$ cat src/rtl/booth_pkg.sv
// -----------------------------------------------------------------------------
// booth_pkg
// Shared definitions for the radix-4 Booth multiplier slice:
//   - state_t   : control FSM states (ST_IDLE, ST_RUN)
//   - pp_sel_t  : partial-product selection decoded from one Booth group
//   - GROUP_BITS / BITS_PER_ITER : Booth group width and multiplier bits retired per step
//   - n_iter()  : iteration count for a given operand width
// -----------------------------------------------------------------------------
package booth_pkg;

  typedef enum logic {
    ST_IDLE = 1'b0,
    ST_RUN  = 1'b1
  } state_t;

  // Overlapping 3-bit window of the multiplier, two new bits consumed per iteration
  localparam int GROUP_BITS    = 3;
  localparam int BITS_PER_ITER = 2;

  typedef enum logic [2:0] {
    PP_ZERO = 3'd0,
    PP_POS1 = 3'd1,
    PP_POS2 = 3'd2,
    PP_NEG2 = 3'd3,
    PP_NEG1 = 3'd4
  } pp_sel_t;

  // Operands are widened by two bits so signed and unsigned share one datapath;
  // each iteration retires two bits of that widened multiplier.
  function automatic int n_iter(input int width);
    return (width + 2) / BITS_PER_ITER;
  endfunction

endpackage

$ cat src/rtl/booth_r4_encoder.sv
// -----------------------------------------------------------------------------
// booth_r4_encoder
// Purely combinational radix-4 Booth recoder for one 3-bit multiplier group.
// Ports:
//   i_group : {q[i+1], q[i], q[i-1]} window of the multiplier
//   o_zero  : partial product is zero
//   o_two   : partial product magnitude is 2*M (else 1*M)
//   o_neg   : partial product is negated (never set together with o_zero)
// -----------------------------------------------------------------------------
module booth_r4_encoder
  import booth_pkg::*;
(
  input  logic [GROUP_BITS-1:0] i_group,
  output logic                  o_zero,
  output logic                  o_two,
  output logic                  o_neg
);

  pp_sel_t w_sel;

  // Map the group onto one of the five Booth digits {0, +1, +2, -2, -1}
  always_comb begin
    w_sel = PP_ZERO;
    case (i_group)
      3'b001, 3'b010: w_sel = PP_POS1;
      3'b011:         w_sel = PP_POS2;
      3'b100:         w_sel = PP_NEG2;
      3'b101, 3'b110: w_sel = PP_NEG1;
      default:        w_sel = PP_ZERO;
    endcase
  end

  assign o_zero = (w_sel == PP_ZERO);
  assign o_two  = (w_sel == PP_POS2) || (w_sel == PP_NEG2);
  assign o_neg  = (w_sel == PP_NEG2) || (w_sel == PP_NEG1);

endmodule

$ cat src/rtl/booth_r4_mult.sv
// -----------------------------------------------------------------------------
// booth_r4_mult
// Sequential radix-4 Booth multiplier, one add+shift iteration per clock.
// Operands are extended to WIDTH+2 bits (sign- or zero-extended per is_signed)
// so the same datapath serves both signed and unsigned operations.
// Ports:
//   clk        : clock, rising edge
//   rst        : synchronous reset, active-high, overrides start
//   start      : request, accepted only when idle
//   is_signed  : 1 = two's-complement operands, sampled with start
//   a, b       : multiplicand / multiplier, sampled with start
//   accumulate : (BOOTH_MAC_EN only) add product onto p instead of replacing it
//   busy       : high while an operation runs
//   done       : one-cycle pulse when p has been updated
//   p          : 2*WIDTH-bit product, held until the next completion
// Configuration macro: BOOTH_MAC_EN adds the accumulate port and p += product.
// -----------------------------------------------------------------------------
module booth_r4_mult
  import booth_pkg::*;
#(
  parameter int WIDTH = 8
) (
  input  logic               clk,
  input  logic               rst,
  input  logic               start,
  input  logic               is_signed,
  input  logic [WIDTH-1:0]   a,
  input  logic [WIDTH-1:0]   b,
`ifdef BOOTH_MAC_EN
  input  logic               accumulate,
`endif
  output logic               busy,
  output logic               done,
  output logic [2*WIDTH-1:0] p
);

  localparam int XW = WIDTH + 2;
  localparam int AW = XW + 2;
  localparam int PW = 2 * WIDTH;
  localparam int N  = n_iter(WIDTH);
  localparam int CW = $clog2(N + 1);

  state_t          r_state;
  logic [AW-1:0]   r_a;
  logic [XW:0]     r_q;
  logic [AW-1:0]   r_m;
  logic [CW-1:0]   r_cnt;
  logic            r_busy;
  logic            r_done;
  logic [PW-1:0]   r_p;
`ifdef BOOTH_MAC_EN
  logic            r_acc;
`endif

  logic [XW-1:0]   w_aExt;
  logic [XW-1:0]   w_bExt;
  logic            w_zero;
  logic            w_two;
  logic            w_neg;
  logic [AW-1:0]   w_mult;
  logic [AW-1:0]   w_pp;
  logic [AW-1:0]   w_operand;
  logic [AW-1:0]   w_sum;
  logic [AW-1:0]   w_newA;
  logic [XW:0]     w_newQ;
  logic [PW-1:0]   w_prod;

  assign w_aExt = is_signed ? {{2{a[WIDTH-1]}}, a} : {2'b00, a};
  assign w_bExt = is_signed ? {{2{b[WIDTH-1]}}, b} : {2'b00, b};

  booth_r4_encoder u_encoder (
    .i_group (r_q[GROUP_BITS-1:0]),
    .o_zero  (w_zero),
    .o_two   (w_two),
    .o_neg   (w_neg)
  );

  // Subtraction is done as invert plus carry-in so only one adder is needed
  assign w_mult    = w_two ? {r_m[AW-2:0], 1'b0} : r_m;
  assign w_pp      = w_zero ? '0 : w_mult;
  assign w_operand = w_neg ? ~w_pp : w_pp;
  assign w_sum     = r_a + w_operand + {{(AW-1){1'b0}}, w_neg};

  // Arithmetic right shift of {S,Q} by two in the same cycle as the add
  assign w_newA = {{2{w_sum[AW-1]}}, w_sum[AW-1:2]};
  assign w_newQ = {w_sum[1:0], r_q[XW:2]};
  assign w_prod = PW'({w_newA, w_newQ[XW:1]});

  // Control FSM and datapath registers: load operands on start, iterate N times,
  // then publish the product and pulse done for one cycle.
  always_ff @(posedge clk) begin
    if (rst) begin
      r_state <= ST_IDLE;
      r_a     <= '0;
      r_q     <= '0;
      r_m     <= '0;
      r_cnt   <= '0;
      r_busy  <= 1'b0;
      r_done  <= 1'b0;
      r_p     <= '0;
`ifdef BOOTH_MAC_EN
      r_acc   <= 1'b0;
`endif
    end else begin
      r_done <= 1'b0;
      case (r_state)
        ST_IDLE: begin
          if (start) begin
            r_a     <= '0;
            r_q     <= {w_bExt, 1'b0};
            r_m     <= {{2{w_aExt[XW-1]}}, w_aExt};
            r_cnt   <= '0;
            r_busy  <= 1'b1;
            r_state <= ST_RUN;
`ifdef BOOTH_MAC_EN
            r_acc   <= accumulate;
`endif
          end
        end
        ST_RUN: begin
          r_a   <= w_newA;
          r_q   <= w_newQ;
          r_cnt <= r_cnt + CW'(1);
          if (r_cnt == CW'(N - 1)) begin
`ifdef BOOTH_MAC_EN
            r_p <= r_acc ? (r_p + w_prod) : w_prod;
`else
            r_p <= w_prod;
`endif
            r_done  <= 1'b1;
            r_busy  <= 1'b0;
            r_state <= ST_IDLE;
          end
        end
        default: r_state <= ST_IDLE;
      endcase
    end
  end

  assign busy = r_busy;
  assign done = r_done;
  assign p    = r_p;

endmodule

$ cat config.mk
export PLATFORM = sky130hd
export DESIGN_NAME = booth_r4_mult
export DESIGN_NICKNAME = d
export VERILOG_FILES = /design/src/rtl/booth_pkg.sv /design/src/rtl/booth_r4_encoder.sv /design/src/rtl/booth_r4_mult.sv
export SDC_FILE = /design/constraint.sdc
export NUM_CORES = 1
export LEC_CHECK = 0
export CAP_MARGIN = 20
export CORE_MARGIN = 8
export CORE_UTILIZATION = 45
export DETAILED_ROUTE_END_ITERATION = 8
export PLACE_DENSITY_LB_ADDON = 0.08
export SYNTH_ARGS = -nofsm -noshare
export SYNTH_HDL_FRONTEND = slang
export SYNTH_SLANG_ARGS = --single-unit
$ cat constraint.sdc
create_clock -name clk -period 3.2 [get_ports clk]
set_input_delay 0.8 -clock clk [delete_from_list [all_inputs] [get_ports clk]]
set_output_delay 0.8 -clock clk [all_outputs]
set_load 0.05 [all_outputs]
==> results of run 1 <==
-- logic make-up (layout without fill, tap and decap cells) --
family / after synthesis / count (layout)
flip-flops: 52 / 52
XOR/XNOR: 15 / 15
AND/OR/NAND/NOR: 99 / 99
buffers and inverters: 28 / 65
multiplexers: 9 / 9
AO/OA/AOI/OAI: 92 / 92
adder cells (fa/ha/maj): 13 / 13
-- registers in the layout, summed over array words and instances (netlist names) --
register	flops
r_q	11
r_a	10
r_m	9
done	1
busy	1
p	16
r_cnt	3
r_state	1
-- per-stage QoR --
stage               cells  worst slack (ns)
floorplan             308             0.263
global placement      412             0.389
detailed placement    412             0.313
CTS                   420             0.269
global route          420            0.0379
finish                420             0.286
-- per-layer routing --
| metal | track usage (%) | wire length (um) |
|---|---|---|
| met1 | 19.0 | 2930 |
| met2 | 24.5 | 2840 |
| met3 | 3.72 | 341 |
| met4 | 3.62 | 32 |
| met5 | 0 | 0 |
-- power breakdown --
group          internal, mW  leakage (nW)  switching [mW]
Sequential            0.669         0.423          0.0231
Combinational        0.0948         0.837           0.117
Clock                 0.157        0.0456           0.221
-- cell usage in the layout (no fill, tap or decap), drive strengths merged, types with 2 or more instances in the layout --
cell type / count
or3: 2
clkdlybuf4s50: 37
a22oi: 7
mux2i: 9
and3: 2
nand3b: 2
xnor2: 5
nand4b: 2
ha: 12
nor3: 3
inv: 9
a21boi: 2
nor2b: 5
nand2b: 2
clkbuf: 6
xor2: 10
or4b: 4
o21ai: 20
a31oi: 3
nor3b: 5
o211ai: 3
o21a: 3
nand2: 28
buf: 12
a22o: 15
nand3: 7
dfxtp: 52
a21oi: 30
or2: 2
nor2: 28
-- worst max path at each step --
| stage | depth (start not counted) | slack (ns) | end |
|---|---|---|---|
| finish | 11 | 0.29 | r_a[6]$_SDFFE_PP0P_ |
| global route | 11 | 0.04 | r_a[6]$_SDFFE_PP0P_ |
| CTS | 11 | 0.27 | r_a[6]$_SDFFE_PP0P_ |
| detailed placement | 11 | 0.31 | r_a[6]$_SDFFE_PP0P_ |
| global placement | 11 | 0.39 | r_a[6]$_SDFFE_PP0P_ |
| floorplan | 12 | 0.26 | r_a[5]$_SDFFE_PP0P_ |
-- worst register-to-register path: cells and delay by family (launching register included) --
kind	cells	cell delay (ns)
buffers and inverters	1	0.10
AO/OA/AOI/OAI	3	0.66
adder cells (fa/ha/maj)	1	0.43
flip-flops	1	0.36
AND/OR/NAND/NOR	6	1.31
-- final cells by class --
class	instances	area, um^2
Multi-Input combinational cell	228	1500
Fill cell	591	2600
Inverter	8	30.0
Clock inverter	2	13.8
Timing Repair Buffer	49	460
Clock buffer	6	72.6
Sequential cell	52	1040
Tap cell	75	93.8
==> results list, run 1 <==
* Post-cts repair resize count: 0
- Summing the areas of all and, or, nand and nor instances in the mapped netlist gives a little under a fifth of the synthesized area.
- The die covers around 0.0086 mm^2.
* Combined area of all synthesized cells: between 0.002 and 0.003 mm^2
* Design area: between 0.003 and 0.004 mm^2
* ANT cells: 0
- Pin count of the biggest net entering global routing: 43
* Core ar.: slightly below 0.006 mm^2
- Cell accounting for the most synthesized area: sky130_fd_sc_hd__dfxtp_1
* RSZ-0062 raised after global routing: no
- Number of vias after detailed routing: ~2.2k
- The number of endpoints with negative hold slack in the final report is 0.
* Wire length after detailed routing: just over 6000 um
- Power spread over the standard cell area amounts to between 300 and 400 mW/mm^2.
* Worst slew margin: approximately three fifths
- Summed over all nets, the half-perimeter wirelength after detailed placement is around 4600 um.
- After synthesis the netlist holds a flip-flop and latch count of 52.
* Critical path start-end classification: flip-flop to flip-flop
* Synth cell count leaders: 52 x sky130_fd_sc_hd__dfxtp_1, 30 x sky130_fd_sc_hd__a21oi_1, 28 x sky130_fd_sc_hd__nand2_1, 28 x sky130_fd_sc_hd__nor2_1, 19 x sky130_fd_sc_hd__o21ai_0
- RD Place Congestion: ~0.84
- Register clock-pin slew on the reported worst setup and hold paths: 0.09 ns
* Launch instance of the worst min-delay path: p[15]$_SDFFE_PP0P_
- After Yosys synthesis, XOR and XNOR cells account for just under 5% of the synthesized area.
- Post-placement cell area: 0.00313 mm^2
- Clock Skews: around 0.0096 ns
- Worst setup slack for register-to-register paths: 0.29 ns
- Asr flop ratio synth: 0%
- Multiplexer area fraction after synthesis: under 10%
* Leakage dissipation: 1.31 nW
- After clock tree synthesis, the setup repair step added 0 buffers.
- STA classifies the critical path startpoint as a flip-flop.
* Critical path arrival: about 3.2 ns
- The cell count after synthesis came out at slightly above 300.
- Summing internal, switching and leakage power gives approximately 1.3 mW.
- Initial standard-cell utilization of the core: a little under half
- YS warnings: 0
- Element type at the critical path end: flip-flop
* CTS HTree Levels: 2
- Setup violations remaining at the end of the flow were counted as 0.
* Proportion of layout cells with a drive suffix above 1: 8.12%
- The worst hold path passes through 2 cells.
- PortBufs: 37
* Number of maximum-capacitance violations: 0
- Of the post-synthesis cell area, the dominant cell type holds between 30% and 40%.
* Count of routing violations after the opening detailed-route iteration: around 100
- Run status: complete, no violations
- The synthesized netlist devotes between 20% and 30% of its cell area to compound gates.
- Via count of the first global-routing pass: between 2k and 2.5k
- VDD IR-drop max: approximately 0.27 mV
* Worst-Skew Late Latency: roughly 0.30 ns
- Cts hold-fix bufs: 0
* Largest family of logic cells by synthesized area: compound AO/OA/AOI/OAI gates
- Along the worst path, the maximum fanout reaches 8.
* Reg2reg start: r_q[0]$_SDFFE_PP0P_
- Counting flops with a built-in enable in the synthesized netlist gives 0.
- By instance count, the leading cell after synthesis is sky130_fd_sc_hd__dfxtp_1.
* Residual overflow from global routing: 0
- GR Util All Layers: between 10% and 20%
* Clock tree from TritonCTS: yes
- The floorplan step set the die width to between 90 and 100 um.
* Endpoint of the worst-slack reg-to-reg timing path: r_a[6]$_SDFFE_PP0P_
- Derived from the worst setup path, the maximum achievable clock frequency is between 300 and 400 MHz.
* Post-detailed-route wirelength per cell: between 10 and 15 um
- Number of antenna violations at the first check in global routing: 0
- Sequential element share of the synthesized area: between 30% and 40%
- Number of iterations in the first detailed-routing pass: 4
* DRC errors left: 0
- Post-synthesis area per instance: 8.60 um^2
- TritonCTS created 5 clock buffers.
- On the critical path the largest part of the delay comes from simple AND/OR/NAND/NOR gates.
- Actual slew at the worst max-slew pin: just under 0.6 ns
- Number of cell instances on the worst register-to-register path: 11
- Nets: about 380
- Top-Level Pins: 38
- Routed via count divided by cell count: ~5.3
* CP max stage cell: sky130_fd_sc_hd__or4b_2
- The longest clock path from root to sink contains 2 buffers.
- Once layout is complete, the utilization of the core stands at 55.2%.
* Slowest cell delay on critical path: ~0.6 ns
- In this run the worst setup path begins at r_q[0]$_SDFFE_PP0P_.
- Die height: just over 90 um
* Hold-critical path endpoint: p[15]$_SDFFE_PP0P_
- Clock root buffer: sky130_fd_sc_hd__clkbuf_8
- By area the synthesized netlist is led by sky130_fd_sc_hd__dfxtp_1 39%, sky130_fd_sc_hd__a21oi_1 5.7%, sky130_fd_sc_hd__ha_1 5.7%.
* Hold crit path type: flip-flop to flip-flop
* Cell-by-cell trace of the critical path: nor2_1 -> nand2_1 -> o21ai_0 -> inv_1 -> fa_1 -> and2b_1 -> o31a_1 -> nor2_1 -> o211a_1 -> or4b_2 -> nand3_1
* Setup total negative slack: 0 ns
* Most frequent cell on the critical path: sky130_fd_sc_hd__nor2_1
- Synthesized netlist net count: approximately 340
- Adder and majority gate portion of the synthesized area: under 10%
* Flip-flop cell with the highest count after synthesis: sky130_fd_sc_hd__dfxtp_1
- Compared with the post-synthesis result, the final layout area differs by 21.3%.
- Final worst path period share: between 90% and 100%
* CP Buf/Inv Count: 1
- The initialized floorplan defines 28 standard-cell rows.
- The netlist uses 48 different library cells.
- Final min period: between 2 and 3 ns
- Crit path required time: around 3.4 ns
* Sink count of the clock tree: 52
* Slew Limit Fails: 0
- The first global-routing pass estimated 10600 um of wire.
- WHS: approximately 0.46 ns
- The detail route stage leaves a number of antenna-violating nets equal to 0.
No activity file was read; power rests on OpenSTA's default activity.
==> run 2, diff against run 1 <==
--- a/config.mk
+++ b/config.mk
@@ -5,11 +5,13 @@
 export SDC_FILE = /design/constraint.sdc
 export NUM_CORES = 1
 export LEC_CHECK = 0
+export ABC_CLOCK_PERIOD_IN_PS = 3200
 export CAP_MARGIN = 20
 export CORE_MARGIN = 8
 export CORE_UTILIZATION = 45
 export DETAILED_ROUTE_END_ITERATION = 8
 export PLACE_DENSITY_LB_ADDON = 0.08
+export SLEW_MARGIN = 30
 export SYNTH_ARGS = -nofsm -noshare
 export SYNTH_HDL_FRONTEND = slang
 export SYNTH_SLANG_ARGS = --single-unit
==> results of run 2 <==
No change in the layout: final DEF, timing and power equal those of run 1.
==> run 3, diff against run 2 <==
--- a/config.mk
+++ b/config.mk
@@ -6,11 +6,11 @@
 export NUM_CORES = 1
 export LEC_CHECK = 0
 export ABC_CLOCK_PERIOD_IN_PS = 3200
-export CAP_MARGIN = 20
 export CORE_MARGIN = 8
-export CORE_UTILIZATION = 45
+export CORE_UTILIZATION = 54
 export DETAILED_ROUTE_END_ITERATION = 8
 export PLACE_DENSITY_LB_ADDON = 0.08
+export RECOVER_POWER = 100
 export SLEW_MARGIN = 30
 export SYNTH_ARGS = -nofsm -noshare
 export SYNTH_HDL_FRONTEND = slang
==> results list, run 3 (same netlist as run 1, synthesis figures left out) <==
- Counting both buffers and inverters, the worst setup path holds a total of 1.
* Run status: complete, no violations
- Critical path arrival: about 3.2 ns
* Worst slew margin: approximately a tenth
- Count of cells along the worst hold path: 2
- For this design, the CTS-stage hold fixing added 0 buffers.
* Peak Freq: 343 MHz
- The endpoint identified for the worst register-to-register timing path is r_a[6]$_SDFFE_PP0P_.
* Critical path start-end classification: flip-flop to flip-flop
- Before antenna repair, the detailed router went through 4 iterations.
* Routed via count divided by cell count: around 5.5
- Final count of hold timing violations: 0
- Number of nets with antenna violations after routing: 0
- The layout has roughly 410 filler cells.
- The die covers about 0.0074 mm^2.
- Setup total negative slack: 0 ns
* Crit path required time: around 3.5 ns
* Number of maximum-capacitance violations: 0
* Cell type group with the largest total delay on the critical path: simple AND/OR/NAND/NOR gates
- Critical-path maximum fanout: 6
- Endpoints failing setup: 0
- The region available for standard cell placement spans between 0.004 and 0.005 mm^2.
- Hold-critical path endpoint: p[9]$_SDFFE_PP0P_
* CTS HTree Levels: 2
- For this run, the post-layout net count is approximately 380.
- Once the clock tree was built, the setup fixing pass inserted 0 buffers.
- Setup slack closes at 0.284 ns.
- Count of routing violations after the opening detailed-route iteration: 129
- Element type at the critical path end: flip-flop
- First-pass GRT wire length: 10300 um
* GR Util All Layers: roughly 17%
- The number of cells on the worst reg-to-reg path is 12.
- At the placement stage, the worst setup path has a slack of about 0.30 ns.
- Launch instance of the worst min-delay path: p[9]$_SDFFE_PP0P_
- Clock-pin slew was measured on the worst setup and hold paths at about 0.11 ns.
- Post-cts repair resize count: 0
* Number of vias after detailed routing: between 2k and 2.5k
- PortBufs: 37
- The later pin in the worst-skew pair is clocked with a latency of ~0.31 ns.
* Number of clock buffers inserted by TritonCTS: 5
- Sink count of the clock tree: between 50 and 60
- Between clock sinks in the finished design, the worst skew comes to between 0.01 and 0.015 ns.
- In this run the worst hold path is classified as flip-flop to flip-flop.
- The initialized floorplan defines 25 standard-cell rows.
- After legalization and detailed placement, the total HPWL measured 4390 um.
- CP max stage cell: sky130_fd_sc_hd__or4b_2
- Most frequent standard cell in the layout excluding fill and tap cells: sky130_fd_sc_hd__dfxtp_1
- Actual slew at the worst max-slew pin: 1.34 ns
- Initial standard-cell utilization of the core: 56.1%
- Most frequent cell on the critical path: sky130_fd_sc_hd__nor2_1
- ANT cells: 0
- The longest clock path from root to sink contains 2 buffers.
* Wire length after detailed routing: around 6000 um
- Final min period: roughly 2.9 ns
* Worst setup slack for register-to-register paths: 0.28 ns
- For this design the top-level I/O count stands at 38.
- VDD IR-drop max: roughly 0.28 mV
* DRC errors left: 0
- Dividing the detail-routed wire length by the instance count gives ~15 um.
- The analysis attributes to cell leakage a power of between 1 and 1.5 nW.
- Crit path launch type: flip-flop
* RSZ-0062 raised after global routing: no
* Via count of the first global-routing pass: around 2.1k
- Dividing total power by cell area gives a power density of 406 mW/mm^2.
- From left edge to right edge, the die measures roughly 86 um.
- Proportion of layout cells with a drive suffix above 1: under 10%
- The register with the most flip-flops in the layout has 16 of them.
- The number of pins with negative max-slew slack in the final report was 0.
- Leading cell types in the layout, fill and taps excluded: 52 x sky130_fd_sc_hd__dfxtp_1, 30 x sky130_fd_sc_hd__a21oi_1, 28 x sky130_fd_sc_hd__nand2_1, 28 x sky130_fd_sc_hd__nor2_1
- Reg2reg start: r_q[0]$_SDFFE_PP0P_
- TritonCTS built the clock tree.
- Layout Area Growth over Synthesis: 20.5%
- Slowest cell delay on critical path: between 0.6 and 0.7 ns
- Cell-by-cell trace of the critical path: nand2_1 -> nor2_1 -> a22oi_1 -> o21ai_0 -> inv_1 -> fa_1 -> and2b_1 -> o31a_1 -> nor2_1 -> o211a_1 -> or4b_2 -> nand3_1
- Pin count of the biggest net entering global routing: 50
- Routability-driven placement finished with a final weighted congestion of 0.948.
- Number of antenna violations at the first check in global routing: 0
- The floorplan step set the die height to ~86 um.
* Residual overflow from global routing: 0
- Clock root buffer: sky130_fd_sc_hd__clkbuf_8
- After layout, the worst path uses between 90% and 100% of the clock period.
run 3: cell types whose count changed in the layout (fill, tap and decap cells not counted), sizes merged:
cell	delta
clkinvlp	+1
clkdlybuf4s50	-20
clkbuf	+1
dlygate4sd3	+20
buf	-3
run 3: report_power, final:
part | switching (mW) | total [mW] | internal [mW] | leakage [nW]
registers | 0.0217 | 0.691 | 0.670 | 0.423
logic | 0.116 | 0.208 | 0.0921 | 0.885
clock network | 0.236 | 0.397 | 0.161 | 0.0463
run 3: tightest hold or removal path, stage by stage (launching register included):
cell and delay, ns:
sky130_fd_sc_hd__dfxtp_1 0.33, sky130_fd_sc_hd__nand2_1 0.04, sky130_fd_sc_hd__o21ai_0 0.05
run 3: per-layer routing:
layer,vias up,routed length [um],global-route usage [%]
li1,1172,-,-
met1,1052,2930,22.6
met2,51,2710,27.0
met3,6,291,3.92
met4,0,48,4.62
met5,-,0,0
run 3: cell type report:
type / count / area (um^2) / share of cell area (%)
multi-input combinational: 228 / 1500 / 46.9
sequential: 52 / 1040 / 32.6
timing repair buffer: 48 / 445 / 13.9
tap: 67 / 83.8 / 2.63
clock buffer: 5 / 68.8 / 2.16
inverter: 8 / 30.0 / 0.940
clock inverter: 3 / 27.5 / 0.862
run 3: through the flow:
| stage | total power [mW] | utilization (%) | cells | area, um^2 | hold WS [ns] |
|---|---|---|---|---|---|
| 3_3_place_gp | 0.912 | 65.8 | 403 | 3110 | 0.438 |
| 5_1_grt | 1.36 | 67.6 | 411 | 3190 | 0.493 |
| 2_1_floorplan | 0.843 | - | 308 | 2650 | 0.432 |
| 3_5_place_dp | 0.915 | 65.8 | 403 | 3110 | 0.443 |
| 6_report | 1.30 | 67.6 | 411 | 3190 | 0.455 |
| 4_1_cts | 1.31 | 67.8 | 411 | 3200 | 0.469 |
run 3: worst max-delay path by stage:
stage	cells after the start	startpoint	end	slack (ns)
floorplan	12	r_q[2]$_SDFFE_PP0P_	r_a[5]$_SDFFE_PP0P_	0.26
global placement	12	r_q[1]$_SDFFE_PP0P_	r_a[6]$_SDFFE_PP0P_	0.42
detailed placement	12	r_q[1]$_SDFFE_PP0P_	r_a[6]$_SDFFE_PP0P_	0.30
CTS	12	r_q[1]$_SDFFE_PP0P_	r_a[6]$_SDFFE_PP0P_	0.29
global route	12	r_q[0]$_SDFFE_PP0P_	r_a[6]$_SDFFE_PP0P_	0.02
finish	12	r_q[0]$_SDFFE_PP0P_	r_a[6]$_SDFFE_PP0P_	0.28
